--- config.mk ---
export PLATFORM = sky130hd
export DESIGN_NAME = eb1_dec_trig_hit_pipe_flat
export DESIGN_NICKNAME = d
export VERILOG_FILES = /design/src/rtl/eb1_dec_trig_hit_pipe_pkg.sv /design/src/rtl/eb1_dec_trig_hit_pipe_if.sv /design/src/rtl/eb1_dec_trig_hit_pipe_chain_resolve.sv /design/src/rtl/eb1_dec_trig_hit_pipe.sv /design/src/flat_wrapper.sv
export SDC_FILE = /design/constraint.sdc
export NUM_CORES = 1
export LEC_CHECK = 0
export ABC_AREA = 1
export BUFFER_PORTS_ARGS = -buffer_cell sky130_fd_sc_hd__buf_2
export CELL_PAD_IN_SITES_DETAIL_PLACEMENT = 1
export CELL_PAD_IN_SITES_GLOBAL_PLACEMENT = 1
export CORE_ASPECT_RATIO = 0.9
export CORE_MARGIN = 1
export CORE_UTILIZATION = 32
export CTS_CLUSTER_DIAMETER = 80
export DETAILED_ROUTE_END_ITERATION = 8
export PLACE_DENSITY = 0.82
export SYNTH_ARGS = -nofsm -noshare
export SYNTH_HDL_FRONTEND = slang
export SYNTH_HIERARCHICAL = 1
export SYNTH_SLANG_ARGS = --single-unit
--- constraint.sdc ---
create_clock -name clk -period 1 [get_ports clk]
set_clock_uncertainty 0.2 [all_clocks]
set_input_delay 0.1 -clock clk [delete_from_list [all_inputs] [get_ports clk]]
set_output_delay 0.1 -clock clk [all_outputs]
set_load 0.01 [all_outputs]
--- src/rtl/eb1_dec_trig_hit_pipe_pkg.sv ---
// Shared types for the i0 trigger-hit pipeline (D -> X -> R).
package eb1_dec_trig_hit_pipe_pkg;

    // Trigger count the stage packet is sized for; chain pairs are {0,1}, {2,3}, ...
    localparam int EB1_NUM_TRIG = 4;

    // One stage worth of trigger-hit state, used for both the X and R registers.
    typedef struct packed {
        logic                    valid;
        logic [EB1_NUM_TRIG-1:0] hit;
        logic                    halt;
        logic                    exc;
    } eb1_trig_hit_pkt_t;

    localparam eb1_trig_hit_pkt_t EB1_TRIG_PKT_IDLE = '0;

endpackage

--- src/rtl/eb1_dec_trig_hit_pipe_if.sv ---
// Decode-side inputs and R-stage trigger outputs of the hit pipeline.
interface eb1_dec_trig_hit_pipe_if
    import eb1_dec_trig_hit_pipe_pkg::*;
#(
    parameter int NUM_TRIG = EB1_NUM_TRIG
);
    logic [NUM_TRIG-1:0] dec_i0_trigger_match_d;
    logic                dec_i0_valid_d;
    logic                dec_d_adv;
    logic                dec_x_adv;
    logic                dec_tlu_flush_lower_r;
    logic [NUM_TRIG-1:0] mtdata1_chain;
    logic [NUM_TRIG-1:0] mtdata1_action;
    logic                dec_tlu_dbg_mode;

    logic                dec_i0_trigger_valid_r;
    logic [NUM_TRIG-1:0] dec_i0_trigger_hit_r;
    logic                dec_i0_trigger_halt_r;
    logic                dec_i0_trigger_exc_r;

    // Decode/TLU side: drives match, pipeline control and trigger config.
    modport master (
        output dec_i0_trigger_match_d, dec_i0_valid_d, dec_d_adv, dec_x_adv,
               dec_tlu_flush_lower_r, mtdata1_chain, mtdata1_action, dec_tlu_dbg_mode,
        input  dec_i0_trigger_valid_r, dec_i0_trigger_hit_r,
               dec_i0_trigger_halt_r, dec_i0_trigger_exc_r
    );

    // Hit pipeline side.
    modport slave (
        input  dec_i0_trigger_match_d, dec_i0_valid_d, dec_d_adv, dec_x_adv,
               dec_tlu_flush_lower_r, mtdata1_chain, mtdata1_action, dec_tlu_dbg_mode,
        output dec_i0_trigger_valid_r, dec_i0_trigger_hit_r,
               dec_i0_trigger_halt_r, dec_i0_trigger_exc_r
    );

endinterface

--- src/rtl/eb1_dec_trig_hit_pipe_chain_resolve.sv ---
// Combinational D-stage trigger resolution: qualify raw matches, apply pair
// chaining, and reduce the per-trigger action to one halt/exception decision.
module eb1_trig_chain_resolve
    import eb1_dec_trig_hit_pipe_pkg::*;
#(
    parameter int NUM_TRIG = EB1_NUM_TRIG
) (
    input  logic [NUM_TRIG-1:0] match,
    input  logic                valid_d,
    input  logic                dbg_mode,
    input  logic [NUM_TRIG-1:0] chain,
    input  logic [NUM_TRIG-1:0] action,
    output eb1_trig_hit_pkt_t   pkt_d
);

    logic [NUM_TRIG-1:0] q;
    logic [NUM_TRIG-1:0] hit;
    logic [NUM_TRIG-1:0] act_eff;

    // Debug mode and an invalid slot both mask every new match.
    assign q = match & {NUM_TRIG{valid_d & ~dbg_mode}};

    for (genvar k = 0; k < NUM_TRIG; k += 2) begin : g_pair
        logic pair_hit;
        logic unused_chain_odd;

        // Odd chain bits carry no meaning; the even bit owns the pair.
        assign unused_chain_odd = chain[k+1];
        assign pair_hit         = q[k] & q[k+1];

        // A chained pair fires only as a whole and takes the even trigger's action.
        assign hit[k]       = chain[k] ? pair_hit  : q[k];
        assign hit[k+1]     = chain[k] ? pair_hit  : q[k+1];
        assign act_eff[k]   = action[k];
        assign act_eff[k+1] = chain[k] ? action[k] : action[k+1];
    end

    // Halt wins over exception whenever any hit trigger asks for it.
    always_comb begin
        pkt_d       = EB1_TRIG_PKT_IDLE;
        pkt_d.hit   = hit;
        pkt_d.valid = |hit;
        pkt_d.halt  = |(hit & act_eff);
        pkt_d.exc   = (|hit) & ~pkt_d.halt;
    end

endmodule

--- src/rtl/eb1_dec_trig_hit_pipe.sv ---
// i0 trigger-hit pipeline: resolves hits at D, carries them through X and
// presents a one-cycle, flush-qualified pulse at R. NUM_TRIG must be even and
// equal to EB1_NUM_TRIG, which sizes the stage packet.
module eb1_dec_trig_hit_pipe
    import eb1_dec_trig_hit_pipe_pkg::*;
#(
    parameter int NUM_TRIG = EB1_NUM_TRIG
) (
    input logic                     clk,
    input logic                     rst_l,
    eb1_dec_trig_hit_pipe_if.slave  tif
);

    eb1_trig_hit_pkt_t pkt_d;
    eb1_trig_hit_pkt_t x_d, x_q;
    eb1_trig_hit_pkt_t r_d, r_q;

    eb1_trig_chain_resolve #(.NUM_TRIG(NUM_TRIG)) u_resolve (
        .match    (tif.dec_i0_trigger_match_d),
        .valid_d  (tif.dec_i0_valid_d),
        .dbg_mode (tif.dec_tlu_dbg_mode),
        .chain    (tif.mtdata1_chain),
        .action   (tif.mtdata1_action),
        .pkt_d    (pkt_d)
    );

    // X stage: flush clears, D advance loads, X draining without a refill leaves a bubble.
    always_comb begin
        x_d = x_q;
        if (tif.dec_tlu_flush_lower_r) begin
            x_d = EB1_TRIG_PKT_IDLE;
        end else if (tif.dec_d_adv) begin
            x_d = pkt_d;
        end else if (tif.dec_x_adv) begin
            x_d = EB1_TRIG_PKT_IDLE;
        end
    end

    // R stage: a single-cycle pulse per retirement, so a stalled hit never repeats.
    always_comb begin
        r_d = EB1_TRIG_PKT_IDLE;
        if (tif.dec_x_adv && !tif.dec_tlu_flush_lower_r) begin
            r_d = x_q;
        end
    end

    // Stage registers, cleared asynchronously on reset.
    always_ff @(posedge clk or negedge rst_l) begin
        if (!rst_l) begin
            x_q <= EB1_TRIG_PKT_IDLE;
            r_q <= EB1_TRIG_PKT_IDLE;
        end else begin
            x_q <= x_d;
            r_q <= r_d;
        end
    end

    // Outputs come straight off the R flops.
    assign tif.dec_i0_trigger_valid_r = r_q.valid;
    assign tif.dec_i0_trigger_hit_r   = r_q.hit;
    assign tif.dec_i0_trigger_halt_r  = r_q.halt;
    assign tif.dec_i0_trigger_exc_r   = r_q.exc;

endmodule
--- src/flat_wrapper.sv ---
// flat-port wrapper written by rule: the top's interface ports become plain ports
module eb1_dec_trig_hit_pipe_flat import eb1_dec_trig_hit_pipe_pkg::*;
#(
    parameter int NUM_TRIG = EB1_NUM_TRIG
)
  (clk, rst_l, tif_dec_i0_trigger_match_d, tif_dec_i0_valid_d, tif_dec_d_adv, tif_dec_x_adv, tif_dec_tlu_flush_lower_r, tif_mtdata1_chain, tif_mtdata1_action, tif_dec_tlu_dbg_mode, tif_dec_i0_trigger_valid_r, tif_dec_i0_trigger_hit_r, tif_dec_i0_trigger_halt_r, tif_dec_i0_trigger_exc_r);
  eb1_dec_trig_hit_pipe_if #(.NUM_TRIG(NUM_TRIG)) tif_i ();
  input logic clk;
  input logic rst_l;
  input wire logic [$bits(tif_i.dec_i0_trigger_match_d)-1:0] tif_dec_i0_trigger_match_d;
  input wire logic [$bits(tif_i.dec_i0_valid_d)-1:0] tif_dec_i0_valid_d;
  input wire logic [$bits(tif_i.dec_d_adv)-1:0] tif_dec_d_adv;
  input wire logic [$bits(tif_i.dec_x_adv)-1:0] tif_dec_x_adv;
  input wire logic [$bits(tif_i.dec_tlu_flush_lower_r)-1:0] tif_dec_tlu_flush_lower_r;
  input wire logic [$bits(tif_i.mtdata1_chain)-1:0] tif_mtdata1_chain;
  input wire logic [$bits(tif_i.mtdata1_action)-1:0] tif_mtdata1_action;
  input wire logic [$bits(tif_i.dec_tlu_dbg_mode)-1:0] tif_dec_tlu_dbg_mode;
  output wire logic [$bits(tif_i.dec_i0_trigger_valid_r)-1:0] tif_dec_i0_trigger_valid_r;
  output wire logic [$bits(tif_i.dec_i0_trigger_hit_r)-1:0] tif_dec_i0_trigger_hit_r;
  output wire logic [$bits(tif_i.dec_i0_trigger_halt_r)-1:0] tif_dec_i0_trigger_halt_r;
  output wire logic [$bits(tif_i.dec_i0_trigger_exc_r)-1:0] tif_dec_i0_trigger_exc_r;
  assign tif_i.dec_i0_trigger_match_d = tif_dec_i0_trigger_match_d;
  assign tif_i.dec_i0_valid_d = tif_dec_i0_valid_d;
  assign tif_i.dec_d_adv = tif_dec_d_adv;
  assign tif_i.dec_x_adv = tif_dec_x_adv;
  assign tif_i.dec_tlu_flush_lower_r = tif_dec_tlu_flush_lower_r;
  assign tif_i.mtdata1_chain = tif_mtdata1_chain;
  assign tif_i.mtdata1_action = tif_mtdata1_action;
  assign tif_i.dec_tlu_dbg_mode = tif_dec_tlu_dbg_mode;
  assign tif_dec_i0_trigger_valid_r = tif_i.dec_i0_trigger_valid_r;
  assign tif_dec_i0_trigger_hit_r = tif_i.dec_i0_trigger_hit_r;
  assign tif_dec_i0_trigger_halt_r = tif_i.dec_i0_trigger_halt_r;
  assign tif_dec_i0_trigger_exc_r = tif_i.dec_i0_trigger_exc_r;
  eb1_dec_trig_hit_pipe #(.NUM_TRIG(NUM_TRIG)) u_core (.clk(clk), .rst_l(rst_l), .tif(tif_i));
endmodule
==> results of run 1 <==
## Yosys cell counts
cell     instances  share of area [%]
nor2_4           1                1.6
nand3_1         10                7.0
nand2_2          2                1.7
inv_1           22                 12
nor2_2           6                5.2
nand2_1         31                 16
inv_2            2                1.0
nand4_1          1               0.87
nor2_1          11                5.8
dfrtp_1         14                 49
## sequential cells by signal, summed over array words and instances, names as in the netlist
signal / cells
u_core/x_q: 7
u_core/tif.dec_i0_trigger_hit_r: 4
u_core/tif.dec_i0_trigger_exc_r: 1
u_core/tif.dec_i0_trigger_halt_r: 1
u_core/tif.dec_i0_trigger_valid_r: 1
## kinds of logic after synthesis
family | after synthesis
flip-flops | 14
buffers and inverters | 24
AND/OR/NAND/NOR | 62
## cell type report
| type | instances | area [um^2] | share of cell area [%] |
|---|---|---|---|
| timing repair buffer | 28 | 161.4 | 17.06 |
| multi-input combinational | 62 | 290.3 | 30.69 |
| clock buffer | 3 | 22.52 | 2.381 |
| tap | 25 | 31.28 | 3.307 |
| inverter | 24 | 90.09 | 9.524 |
| sequential | 14 | 350.3 | 37.04 |
## per-stage QoR
stage / setup slack [ns] / util, % / area [um^2] / total power [uW] / hold slack [ns]
floorplan: 0.004470 / - / 715.7 / 670.7 / -0.3956
global placement: -0.1853 / 44.42 / 892.1 / 743.5 / -0.2033
detailed placement: -0.2183 / 44.42 / 892.1 / 752.6 / -0.1943
CTS: -0.1103 / 46.04 / 924.6 / 1066 / -0.07694
global route: -0.1313 / 47.10 / 945.9 / 1122 / -0.06166
finish: -0.09494 / 47.10 / 945.9 / 1065 / -0.07795
## timing repair
item / in CTS / in global routing
setup endpoints to repair: 7 / 10
endpoints found under the hold margin: 28 / 14
gates resized for setup: 0 / 6
pin swaps: 0 / 2
## where the power goes
group          switching, uW  internal (uW)
sequential              5.60            576
combinational           98.3           66.9
clock                    178            140
total                    282            783
## worst reg2reg max path: stages, from the launching register on
cell and delay [ns]:
dfrtp_1 0.40, nand3_1 0.09, nand2_1 0.06
## final timing paths
kind,cells after the start,end,start,slack [ns]
setup / recovery,1,tif_dec_i0_trigger_hit_r[0],u_core/tif.dec_i0_trigger_hit_r[0],-0.09
hold / removal,4,u_core/x_q[3],tif_dec_tlu_flush_lower_r,-0.08
setup reg to reg,2,u_core/x_q[6],u_core/x_q[6],0.15
hold reg to reg,2,u_core/tif.dec_i0_trigger_hit_r[3],u_core/x_q[5],0.30
max in group asynchronous,2,u_core/tif.dec_i0_trigger_valid_r,rst_l,0.34
min in group asynchronous,2,u_core/tif.dec_i0_trigger_hit_r[0],rst_l,0.03
## layer usage
metal	global-route usage (%)	up-vias	part of all wire, %
met5	0	-	0
met4	11.35	0	3.1
met3	3.883	5	5.1
met2	34.87	25	57
met1	13.64	295	35
li1	-	354	-
==> impl_metrics.prom, run 1 <==
# TYPE chip_impl_metric gauge
chip_impl_metric{name="cp_data_arrival_time",unit="ns"} 0.79
chip_impl_metric{name="layout_cells_sized_above_1",unit="%"} 34.35
chip_impl_info{name="ctsRootBufferMaster",value="clkbuf_4"} 1
chip_impl_metric{name="synth_compound_area_share",unit="%"} 0
chip_impl_metric{name="drt-wirelength-per-cell",unit="um"} 9.955
chip_impl_metric{name="synth_seq_area_share",unit="%"} 48.95
chip_impl_metric{name="chipWidth",unit="um"} 51.85
chip_impl_metric{name="power.density_cell_area",unit="nW/um^2"} 1126
chip_impl_metric{name="die_h",unit="um"} 46.87
chip_impl_metric{name="synthesis.area",unit="um^2"} 715.7
chip_impl_metric{name="maxSlewViolCount",unit=""} 0
chip_impl_info{name="timing.critical_path.cells",value="buf_6"} 1
chip_impl_metric{name="gp_congestion",unit=""} 0.6723
chip_impl_metric{name="timing.critical_path.fanout_max",unit=""} 1
chip_impl_metric{name="timing.critical_path.required",unit="ns"} 0.70
chip_impl_metric{name="largest_net_degree_at_the_start_of_global_routing",unit=""} 15
chip_impl_metric{name="finalWorstSetupSlack",unit="ns"} -0.09494
chip_impl_metric{name="floorplan.initialDensity",unit="%"} 35.64
chip_impl_metric{name="timing.critical_path.buf_inv",unit=""} 1
chip_impl_metric{name="detail_route.vias_per_cell",unit=""} 4.353
chip_impl_metric{name="number_of_cells_produced_by_synthesis",unit=""} 100
chip_impl_metric{name="gr-usage-all-layers",unit="%"} 16.55
chip_impl_metric{name="final.fill_count",unit=""} 282
chip_impl_info{name="cp_slowest_cell",value="dfrtp_1"} 1
chip_impl_info{name="status",value="complete, but fails checks"} 1
chip_impl_metric{name="ant_nets",unit=""} 0
chip_impl_metric{name="drt-total-wl",unit="um"} 1553
chip_impl_metric{name="synth_xor_xnor_area_share",unit="%"} 0
chip_impl_info{name="layout_commonest_cell",value="nand2_1"} 1
chip_impl_metric{name="detailroute.via_count",unit=""} 679
chip_impl_metric{name="post_synth_num_cell_types",unit=""} 10
chip_impl_info{name="violations_in_the_final_reports",value="hold timing, setup timing"} 1
chip_impl_metric{name="synth_fa_ha_area_share",unit="%"} 0
chip_impl_metric{name="max-cap-violations",unit=""} 0
chip_impl_metric{name="cts_max_path_buffers",unit=""} 2
chip_impl_metric{name="synth.ff_latch_count",unit=""} 14
chip_impl_metric{name="post_route_worst_hold_slack",unit="ns"} -0.07795
chip_impl_metric{name="final-instance-count-excl-fill",unit=""} 156
chip_impl_metric{name="fin_setup_tns",unit="ns"} -0.5327
chip_impl_metric{name="area_growth",unit="%"} 32.17
chip_impl_info{name="cts_tree",value="done"} 1
chip_impl_metric{name="core",unit="um^2"} 2008
chip_impl_metric{name="die_area",unit="um^2"} 2430
chip_impl_metric{name="fp-row-count",unit=""} 15
chip_impl_metric{name="period_minus_slack",unit="ns"} 1.095
chip_impl_metric{name="syn_avg_cell_area",unit="um^2"} 7.157
chip_impl_info{name="timing.critical_path.max_delay_family",value="flip-flops"} 1
chip_impl_info{name="hold_removal_path_class",value="primary input to flip-flop"} 1
chip_impl_metric{name="timing_hold_violations_final",unit=""} 14
chip_impl_metric{name="headroom_to_the_max_slew_limit",unit="%"} 79.87
chip_impl_info{name="largest_family_of_logic_cells_by_synthesized_area",value="simple AND/OR/NAND/NOR gates"} 1
chip_impl_metric{name="irDropWorstVdd",unit="mV"} 0.6000
chip_impl_metric{name="cts_made_buffers",unit=""} 3
chip_impl_metric{name="critical_path.max_stage_delay",unit="ns"} 0.39
chip_impl_metric{name="clk-insertion-delay-late",unit="ns"} 0.28
chip_impl_metric{name="drt_pre_antenna_iters",unit=""} 3
chip_impl_metric{name="max_slew.worst_pin.slew",unit="ns"} 0.3019
chip_impl_info{name="rsz_0062_raised_after_global_routing",value="true"} 1
chip_impl_metric{name="clk_pin_slew_worst_paths",unit="ns"} 0.08
chip_impl_metric{name="post_synth_and_or_nand_nor_area_fraction",unit="%"} 38.46
chip_impl_metric{name="antenna_found_initial",unit=""} 0
chip_impl_metric{name="share_of_cell_area_taken_by_muxes_after_synthesis",unit="%"} 0
chip_impl_metric{name="pin_count",unit=""} 26
chip_impl_metric{name="initialDrtViolationCount",unit=""} 2
chip_impl_metric{name="setup_violations",unit=""} 7
chip_impl_metric{name="dp_hpwl",unit="um"} 1336
chip_impl_info{name="cp-end-kind",value="output pin"} 1
chip_impl_info{name="most-common-layout-cells",value="nand2_1 (31), buf_2 (22), inv_1 (21)"} 1
chip_impl_metric{name="cts_hold_repair.buffers",unit=""} 1
chip_impl_metric{name="grt_first_pass_wirelength",unit="um"} 2787
chip_impl_metric{name="layout_worst_path_cycle_share",unit="%"} 109.5
chip_impl_metric{name="num_antenna_cells",unit=""} 0
chip_impl_metric{name="nNetsFinal",unit=""} 152
chip_impl_metric{name="leakagePower",unit="uW"} 0.0005735
chip_impl_metric{name="clock_sink_count",unit=""} 14
chip_impl_metric{name="drc_errors",unit=""} 0
chip_impl_metric{name="h-tree-depth",unit=""} 1
chip_impl_metric{name="gr-total-overflow",unit=""} 0
chip_impl_metric{name="post_synthesis_net_count",unit=""} 119
chip_impl_metric{name="cts.repair_timing.setup_buffer_count",unit=""} 0
chip_impl_info{name="cp-start-kind",value="flip-flop"} 1
chip_impl_metric{name="place.detailed.instances",unit=""} 152
chip_impl_info{name="critical_path_class",value="flip-flop to output pin"} 1
chip_impl_metric{name="place.port_buffers",unit=""} 23
chip_impl_metric{name="yosys_warnings",unit=""} 6
chip_impl_metric{name="via_count_of_the_first_global_routing_pass",unit=""} 718
chip_impl_metric{name="maxClockFrequency",unit="GHz"} 0.9133
Power figures use the tool's default switching activity.
==> inputs of run 2 (changes only) <==
--- a/config.mk
+++ b/config.mk
@@ -14,7 +14,7 @@
 export CORE_UTILIZATION = 32
 export CTS_CLUSTER_DIAMETER = 80
 export DETAILED_ROUTE_END_ITERATION = 8
-export PLACE_DENSITY = 0.82
+export PLACE_DENSITY = 0.85
 export SYNTH_ARGS = -nofsm -noshare
 export SYNTH_HDL_FRONTEND = slang
 export SYNTH_HIERARCHICAL = 1
==> impl_metrics.prom, run 2 (synthesis results as in run 1) <==
# TYPE chip_impl_metric gauge
chip_impl_metric{name="timing.hold.worst_path_depth",unit=""} 4
chip_impl_metric{name="detailroute.via_count",unit=""} 700
chip_impl_metric{name="nNetsFinal",unit=""} 153
chip_impl_info{name="ctsRootBufferMaster",value="clkbuf_4"} 1
chip_impl_info{name="timing.critical_path.cells",value="buf_2"} 1
chip_impl_info{name="status",value="complete, but fails checks"} 1
chip_impl_metric{name="antenna_found_initial",unit=""} 0
chip_impl_metric{name="share_comb_of_total_power",unit="%"} 15.9
chip_impl_metric{name="grt_first_pass_wirelength",unit="um"} 2546
chip_impl_metric{name="max_slew.worst_pin.slew",unit="ns"} 0.3002
chip_impl_info{name="hp-start",value="tif_dec_tlu_flush_lower_r"} 1
chip_impl_metric{name="gr-usage-all-layers",unit="%"} 14.44
chip_impl_info{name="rr_endpoint",value="u_core/x_q[6]"} 1
chip_impl_info{name="timing.critical_path.max_delay_family",value="flip-flops"} 1
chip_impl_metric{name="ant_nets",unit=""} 0
chip_impl_metric{name="layout_cells_sized_above_1",unit="%"} 34.85
chip_impl_info{name="most-common-layout-cells",value="nand2_1 (31), buf_2 (23), inv_1 (21)"} 1
chip_impl_metric{name="drt_pre_antenna_iters",unit=""} 2
chip_impl_metric{name="h-tree-depth",unit=""} 1
chip_impl_info{name="register_name_with_the_most_flops",value="u_core/x_q"} 1
chip_impl_metric{name="timing_hold_violations_final",unit=""} 14
chip_impl_metric{name="gp_congestion",unit=""} 0.7019
chip_impl_metric{name="timing.critical_path.required",unit="ns"} 0.70
chip_impl_metric{name="finalInstanceArea",unit="um^2"} 942.2
chip_impl_metric{name="die_area",unit="um^2"} 2430
chip_impl_metric{name="num_antenna_cells",unit=""} 0
chip_impl_metric{name="chipWidth",unit="um"} 51.85
chip_impl_metric{name="pin_count",unit=""} 26
chip_impl_metric{name="finalWorstSetupSlack",unit="ns"} -0.07843
chip_impl_metric{name="cts_hold_repair.buffers",unit=""} 1
chip_impl_metric{name="post_route_worst_hold_slack",unit="ns"} -0.06647
chip_impl_info{name="violations_in_the_final_reports",value="hold timing, setup timing"} 1
chip_impl_info{name="critical_path_class",value="flip-flop to output pin"} 1
chip_impl_metric{name="max-cap-violations",unit=""} 0
chip_impl_info{name="cp_slowest_cell",value="dfrtp_1"} 1
chip_impl_metric{name="cp_data_arrival_time",unit="ns"} 0.78
chip_impl_metric{name="detail_route.vias_per_cell",unit=""} 4.459
chip_impl_metric{name="maxClockFrequency",unit="GHz"} 0.9273
chip_impl_metric{name="leakagePower",unit="uW"} 0.0005769
chip_impl_metric{name="drt-wirelength-per-cell",unit="um"} 9.745
chip_impl_metric{name="die_h",unit="um"} 46.87
chip_impl_info{name="cp-end-kind",value="output pin"} 1
chip_impl_metric{name="p_switching",unit="uW"} 263.3
chip_impl_info{name="cp-start-kind",value="flip-flop"} 1
chip_impl_metric{name="dp_hpwl",unit="um"} 1297
chip_impl_metric{name="dp_worst_slack",unit="ns"} -0.2370
chip_impl_metric{name="critical_path.max_stage_delay",unit="ns"} 0.37
chip_impl_metric{name="clock_sink_count",unit=""} 14
chip_impl_info{name="cts_tree",value="done"} 1
chip_impl_metric{name="initialDrtViolationCount",unit=""} 3
chip_impl_metric{name="gr-total-overflow",unit=""} 0
chip_impl_metric{name="irDropWorstVdd",unit="mV"} 0.5291
chip_impl_metric{name="drc_errors",unit=""} 0
chip_impl_metric{name="internal_cell_power",unit="uW"} 783.4
chip_impl_metric{name="layout_worst_path_cycle_share",unit="%"} 107.8
chip_impl_metric{name="power_frac_clock",unit="%"} 28.5
chip_impl_metric{name="floorplan.initialDensity",unit="%"} 35.64
chip_impl_metric{name="headroom_to_the_max_slew_limit",unit="%"} 79.99
chip_impl_metric{name="seqPwrFrac",unit="%"} 55.6
chip_impl_metric{name="clk_pin_slew_worst_paths",unit="ns"} 0.07
chip_impl_metric{name="timing.critical_path.buf_inv",unit=""} 1
chip_impl_metric{name="core",unit="um^2"} 2008
chip_impl_metric{name="number_of_flip_flops_in_the_largest_register",unit=""} 7
chip_impl_metric{name="largest_net_degree_at_the_start_of_global_routing",unit=""} 15
chip_impl_metric{name="maxSlewViolCount",unit=""} 0
chip_impl_info{name="r2r-start",value="u_core/x_q[6]"} 1
chip_impl_metric{name="fp-row-count",unit=""} 15
chip_impl_metric{name="worst-r2r-setup-slack",unit="ns"} 0.14
chip_impl_metric{name="power.density_cell_area",unit="nW/um^2"} 1111
chip_impl_metric{name="rr_worst_depth",unit=""} 2
chip_impl_metric{name="period_minus_slack",unit="ns"} 1.078
chip_impl_metric{name="setup_violations",unit=""} 7
chip_impl_metric{name="drt-total-wl",unit="um"} 1530
chip_impl_metric{name="via_count_of_the_first_global_routing_pass",unit=""} 672
chip_impl_metric{name="area_growth",unit="%"} 31.64
chip_impl_info{name="hold-path-endpoint",value="u_core/x_q[4]"} 1
chip_impl_metric{name="timing.critical_path.fanout_max",unit=""} 1
chip_impl_info{name="rsz_0062_raised_after_global_routing",value="true"} 1
chip_impl_metric{name="clk-insertion-delay-late",unit="ns"} 0.27
chip_impl_metric{name="place.port_buffers",unit=""} 23
chip_impl_metric{name="cts_max_path_buffers",unit=""} 2
chip_impl_metric{name="cts_made_buffers",unit=""} 3
chip_impl_metric{name="dpl-instance-area",unit="um^2"} 892.1
chip_impl_info{name="layout_commonest_cell",value="nand2_1"} 1
chip_impl_metric{name="power.share.switching",unit="%"} 25.15
chip_impl_info{name="hold_removal_path_class",value="primary input to flip-flop"} 1
[run 2: cell types whose count changed in the layout (fill, tap and decap cells not counted), sizes merged]
cell,change
buf,+1
[run 2: routing by layer]
| layer | track usage (%) | share of wire [%] | vias up |
|---|---|---|---|
| met1 | 12.20 | 36 | 317 |
| li1 | - | - | 356 |
| met2 | 32.82 | 58 | 25 |
| met5 | 0 | 0 | - |
| met4 | 6.486 | 1.1 | 0 |
| met3 | 1.942 | 4.3 | 2 |
[run 2: worst max path at each step]
stage               slack, ns  depth (start not counted)                     endpoint                               start
global route            -0.11                          1  tif_dec_i0_trigger_hit_r[3]  u_core/tif.dec_i0_trigger_hit_r[3]
CTS                     -0.09                          1    tif_dec_i0_trigger_halt_r    u_core/tif.dec_i0_trigger_halt_r
global placement        -0.19                         11                u_core/x_q[0]                tif_dec_tlu_dbg_mode
detailed placement      -0.24                         11                u_core/x_q[0]                tif_dec_tlu_dbg_mode
finish                  -0.08                          1    tif_dec_i0_trigger_halt_r    u_core/tif.dec_i0_trigger_halt_r
floorplan               0.004                         10                u_core/x_q[0]                tif_dec_tlu_dbg_mode
[run 2: power by group through the flow]
| stage | logic (uW) | clock network (uW) | registers [uW] |
|---|---|---|---|
| after global routing | 191 | 331 | 583 |
| after global placement | 151 | 0 | 592 |
| final | 167 | 298 | 582 |
| after CTS | 164 | 312 | 582 |
| after detailed placement | 159 | 0 | 593 |
| after floorplan | 77.6 | 0 | 593 |
[run 2: metrics by stage]
step	cells	setup TNS (ns)	power (uW)	util, %
floorplan	100	0	670.7	-
global placement	152	-0.5641	742.9	44.42
detailed placement	152	-0.8105	752.6	44.42
CTS	156	-0.5537	1058	46.04
global route	157	-0.6926	1105	46.92
finish	157	-0.4648	1047	46.92
[run 2: cell type report]
type | count | area, um^2
clock buffers | 3 | 22.52
fillers | 280 | 1066
inverters | 24 | 90.09
multi-input cells | 62 | 285.3
flip-flops and latches | 14 | 350.3
well taps | 25 | 31.28
repair buffers | 29 | 162.7
[run 2: timing repair]
item,4_1_cts,5_1_grt
pin swaps,0,2
endpoints found under the setup margin,7,9
setup buffers,0,1
endpoints found under the hold margin,28,14
gates resized for setup,0,4
==> inputs of run 3 (changes only) <==
--- a/config.mk
+++ b/config.mk
@@ -5,16 +5,15 @@
 export SDC_FILE = /design/constraint.sdc
 export NUM_CORES = 1
 export LEC_CHECK = 0
-export ABC_AREA = 1
 export BUFFER_PORTS_ARGS = -buffer_cell sky130_fd_sc_hd__buf_2
 export CELL_PAD_IN_SITES_DETAIL_PLACEMENT = 1
 export CELL_PAD_IN_SITES_GLOBAL_PLACEMENT = 1
 export CORE_ASPECT_RATIO = 0.9
 export CORE_MARGIN = 1
-export CORE_UTILIZATION = 32
+export CORE_UTILIZATION = 34
 export CTS_CLUSTER_DIAMETER = 80
 export DETAILED_ROUTE_END_ITERATION = 8
-export PLACE_DENSITY = 0.85
+export PLACE_DENSITY = 0.84
 export SYNTH_ARGS = -nofsm -noshare
 export SYNTH_HDL_FRONTEND = slang
 export SYNTH_HIERARCHICAL = 1
==> impl_metrics.prom, run 3 <==
# TYPE chip_impl_metric gauge
chip_impl_info{name="cp_slowest_cell",value="a32o_2"} 1
chip_impl_metric{name="post-layout-total-power",unit="uW"} 1090
chip_impl_info{name="hp-start",value="tif_dec_x_adv"} 1
chip_impl_metric{name="cts_max_path_buffers",unit=""} 2
chip_impl_metric{name="finalWorstSetupSlack",unit="ns"} -0.1489
chip_impl_metric{name="max_slew.worst_pin.slew",unit="ns"} 0.3361
chip_impl_metric{name="initialDrtViolationCount",unit=""} 1
chip_impl_metric{name="drc_errors",unit=""} 0
chip_impl_metric{name="leakagePower",unit="uW"} 0.0005619
chip_impl_info{name="hold_removal_path_class",value="primary input to flip-flop"} 1
chip_impl_metric{name="h-tree-depth",unit=""} 1
chip_impl_metric{name="dpl-instance-area",unit="um^2"} 895.9
chip_impl_metric{name="setup_violations",unit=""} 10
chip_impl_metric{name="syn_avg_cell_area",unit="um^2"} 11.50
chip_impl_metric{name="multi_input_area",unit="um^2"} 327.8
chip_impl_metric{name="maxSlewViolCount",unit=""} 0
chip_impl_metric{name="antenna_found_initial",unit=""} 0
chip_impl_info{name="synth-main-ff-cell",value="dfrtp_1"} 1
chip_impl_info{name="timing.critical_path.max_delay_family",value="buffers and inverters"} 1
chip_impl_info{name="r2r-start",value="u_core/x_q[6]"} 1
chip_impl_metric{name="cp_data_arrival_time",unit="ns"} 1.11
chip_impl_info{name="layout_commonest_cell",value="buf_2"} 1
chip_impl_metric{name="timing_hold_violations_final",unit=""} 2
chip_impl_metric{name="clock_sink_count",unit=""} 14
chip_impl_info{name="status",value="complete, but fails checks"} 1
chip_impl_metric{name="core",unit="um^2"} 1752
chip_impl_metric{name="critical_path.max_stage_delay",unit="ns"} 0.21
chip_impl_metric{name="ant_nets",unit=""} 0
chip_impl_metric{name="nNetsFinal",unit=""} 117
chip_impl_metric{name="gr-usage-all-layers",unit="%"} 16.82
chip_impl_metric{name="synth_enable_flop_cells",unit=""} 0
chip_impl_info{name="synthTopCellsByArea",value="dfrtp_1 (53%), a32o_1 (7.5%), and2_1 (6.6%), mux2_4 (4.5%), or2b_1 (4.5%)"} 1
chip_impl_metric{name="post_synth_num_cell_types",unit=""} 15
chip_impl_metric{name="drt-total-wl",unit="um"} 1612
chip_impl_metric{name="final-instance-count-excl-fill",unit=""} 120
chip_impl_metric{name="number_of_flip_flops_in_the_largest_register",unit=""} 7
chip_impl_metric{name="drt_pre_antenna_iters",unit=""} 2
chip_impl_metric{name="post-synth-top-area-fraction",unit="%"} 52.53
chip_impl_metric{name="layout_worst_path_cycle_share",unit="%"} 114.9
chip_impl_metric{name="place.detailed.instances",unit=""} 115
chip_impl_metric{name="final.fill_count",unit=""} 202
chip_impl_info{name="timing.critical_path.mode_cell",value="buf_4"} 1
chip_impl_metric{name="async_set_or_reset_flop_fraction_in_the_synthesized_netlist",unit="%"} 100.0
chip_impl_metric{name="cts_made_buffers",unit=""} 3
chip_impl_metric{name="largest_net_degree_at_the_start_of_global_routing",unit=""} 15
chip_impl_metric{name="via_count_of_the_first_global_routing_pass",unit=""} 601
chip_impl_metric{name="number_of_cells_produced_by_synthesis",unit=""} 58
chip_impl_metric{name="die_h",unit="um"} 44.02
chip_impl_info{name="rsz_0062_raised_after_global_routing",value="true"} 1
chip_impl_metric{name="drt-wirelength-per-cell",unit="um"} 13.43
chip_impl_metric{name="fp-row-count",unit=""} 14
chip_impl_metric{name="grt_first_pass_wirelength",unit="um"} 2608
chip_impl_metric{name="final_core_util",unit="%"} 58.14
chip_impl_info{name="most-common-layout-cells",value="buf_2 (18), dfrtp_1 (14), buf_4 (12)"} 1
chip_impl_metric{name="cts_hold_repair.buffers",unit=""} 1
chip_impl_metric{name="place.port_buffers",unit=""} 23
chip_impl_metric{name="synth.ff_latch_count",unit=""} 14
chip_impl_info{name="violations_in_the_final_reports",value="hold timing, setup timing"} 1
chip_impl_metric{name="layout_cells_sized_above_1",unit="%"} 54.17
chip_impl_info{name="cp-start-kind",value="primary input"} 1
chip_impl_info{name="yosys-top-cells-count",value="dfrtp_1 (14), and2_1 (7), inv_1 (7), a32o_1 (5)"} 1
chip_impl_metric{name="synth_seq_area_share",unit="%"} 52.53
chip_impl_metric{name="period_minus_slack",unit="ns"} 1.149
chip_impl_metric{name="num_antenna_cells",unit=""} 0
chip_impl_metric{name="detail_route.vias_per_cell",unit=""} 4.917
chip_impl_info{name="ctsRootBufferMaster",value="clkbuf_4"} 1
chip_impl_metric{name="seqCellArea",unit="um^2"} 350.3
chip_impl_info{name="most_common_cell_in_the_synthesized_netlist",value="dfrtp_1"} 1
chip_impl_metric{name="clk_pin_slew_worst_paths",unit="ns"} 0.07
chip_impl_metric{name="finalInstanceArea",unit="um^2"} 1018
chip_impl_metric{name="clk-insertion-delay-late",unit="ns"} 0.26
chip_impl_info{name="crit_path_start",value="tif_dec_i0_valid_d"} 1
chip_impl_metric{name="maxClockFrequency",unit="GHz"} 0.8704
chip_impl_metric{name="yosys_warnings",unit=""} 6
chip_impl_metric{name="timing.critical_path.required",unit="ns"} 0.96
chip_impl_metric{name="gr-total-overflow",unit=""} 0
chip_impl_info{name="timing.critical_path.cells",value="buf_2, nor2b_4, buf_4, nand3_2, nand4_1, buf_4, a32o_2"} 1
chip_impl_metric{name="post_synthesis_net_count",unit=""} 77
chip_impl_metric{name="power.density_cell_area",unit="nW/um^2"} 1070
chip_impl_info{name="register_name_with_the_most_flops",value="u_core/x_q"} 1
chip_impl_metric{name="die_area",unit="um^2"} 2143
chip_impl_metric{name="floorplan.initialDensity",unit="%"} 38.07
chip_impl_metric{name="timing.critical_path.fanout_max",unit=""} 6
chip_impl_metric{name="synthesis.area",unit="um^2"} 666.9
chip_impl_metric{name="timing.critical_path.buf_inv",unit=""} 3
chip_impl_metric{name="max-cap-violations",unit=""} 0
chip_impl_metric{name="post_route_worst_hold_slack",unit="ns"} -0.007279
chip_impl_metric{name="gp_congestion",unit=""} 0.6958
chip_impl_metric{name="pin_count",unit=""} 26
chip_impl_info{name="cts_tree",value="done"} 1
chip_impl_info{name="critical_path_class",value="primary input to flip-flop"} 1
chip_impl_info{name="synthDominantAreaCellType",value="dfrtp_1"} 1
chip_impl_metric{name="detailroute.via_count",unit=""} 590
chip_impl_info{name="cp-end-kind",value="flip-flop"} 1
chip_impl_metric{name="chipWidth",unit="um"} 48.69
chip_impl_metric{name="area_growth",unit="%"} 52.72
chip_impl_metric{name="irDropWorstVdd",unit="mV"} 0.5166
chip_impl_metric{name="dp_hpwl",unit="um"} 1231
chip_impl_metric{name="headroom_to_the_max_slew_limit",unit="%"} 77.51
==> run 3: cell count changes after synthesis, moves of 3 or more <==
cell     delta
inv_1      -15
or2b_1      +4
and2_1      +7
nor2_1      -9
a32o_1      +5
nor2_2      -6
nand2_1    -31
nand4_1     +3
nand3_1     -6
==> run 3: stage by stage <==
stage | setup slack, ns | TNS [ns]
after CTS | -0.09383 | -0.7129
after floorplan | -0.1986 | -0.4235
final | -0.1489 | -0.7737
after detailed placement | -0.4400 | -2.115
after global placement | -0.3925 | -1.914
after global routing | -0.1590 | -1.100
==> run 3: metal layers <==
layer | GRT usage [%] | up-vias | routed length (um)
met2 | 29.44 | 22 | 902
met3 | 3.093 | 2 | 70
met1 | 18.82 | 284 | 616
li1 | - | 282 | -
met4 | 12.35 | 0 | 22
met5 | 0 | - | 0
==> run 3: worst paths after layout <==
check                      slack [ns]                                  to  cells past startpoint
min                            -0.007                       u_core/x_q[5]                      3
min in group asynchronous        0.06    u_core/tif.dec_i0_trigger_halt_r                      2
min reg2reg                      0.28  u_core/tif.dec_i0_trigger_hit_r[0]                      1
max                             -0.15                       u_core/x_q[6]                      7
max in group asynchronous        0.31                       u_core/x_q[6]                      2
max reg2reg                      0.06                       u_core/x_q[6]                      1
==> run 3: where the power goes <==
part / internal, uW / switching [uW] / total [uW]
clock network: 139 / 156 / 295
registers: 576 / 5.18 / 581
logic: 120 / 93.6 / 213
total: 835 / 255 / 1090
==> run 3: area by class of cell <==
class	instances	share of cell area, %
Sequential cell	14	34.40
Clock buffer	3	2.211
Inverter	7	2.580
Tap cell	24	2.948
Multi-Input combinational cell	35	32.19
Timing Repair Buffer	37	25.68
==> run 3: cell families after synthesis <==
group	synth area share, %
buffers and inverters	6.379
muxes	4.503
and+or+nand+nor	23.45
DFF	52.53
AOI/OAI and AO/OA	13.13
==> run 3: what timing repair did <==
| item | in CTS | in global routing |
|---|---|---|
| setup buffers | 1 | 1 |
| pin swaps | 9 | 4 |
| hold endpoints to repair | 16 | 2 |
| setup endpoints to repair | 10 | 10 |
| resized for setup | 9 | 6 |
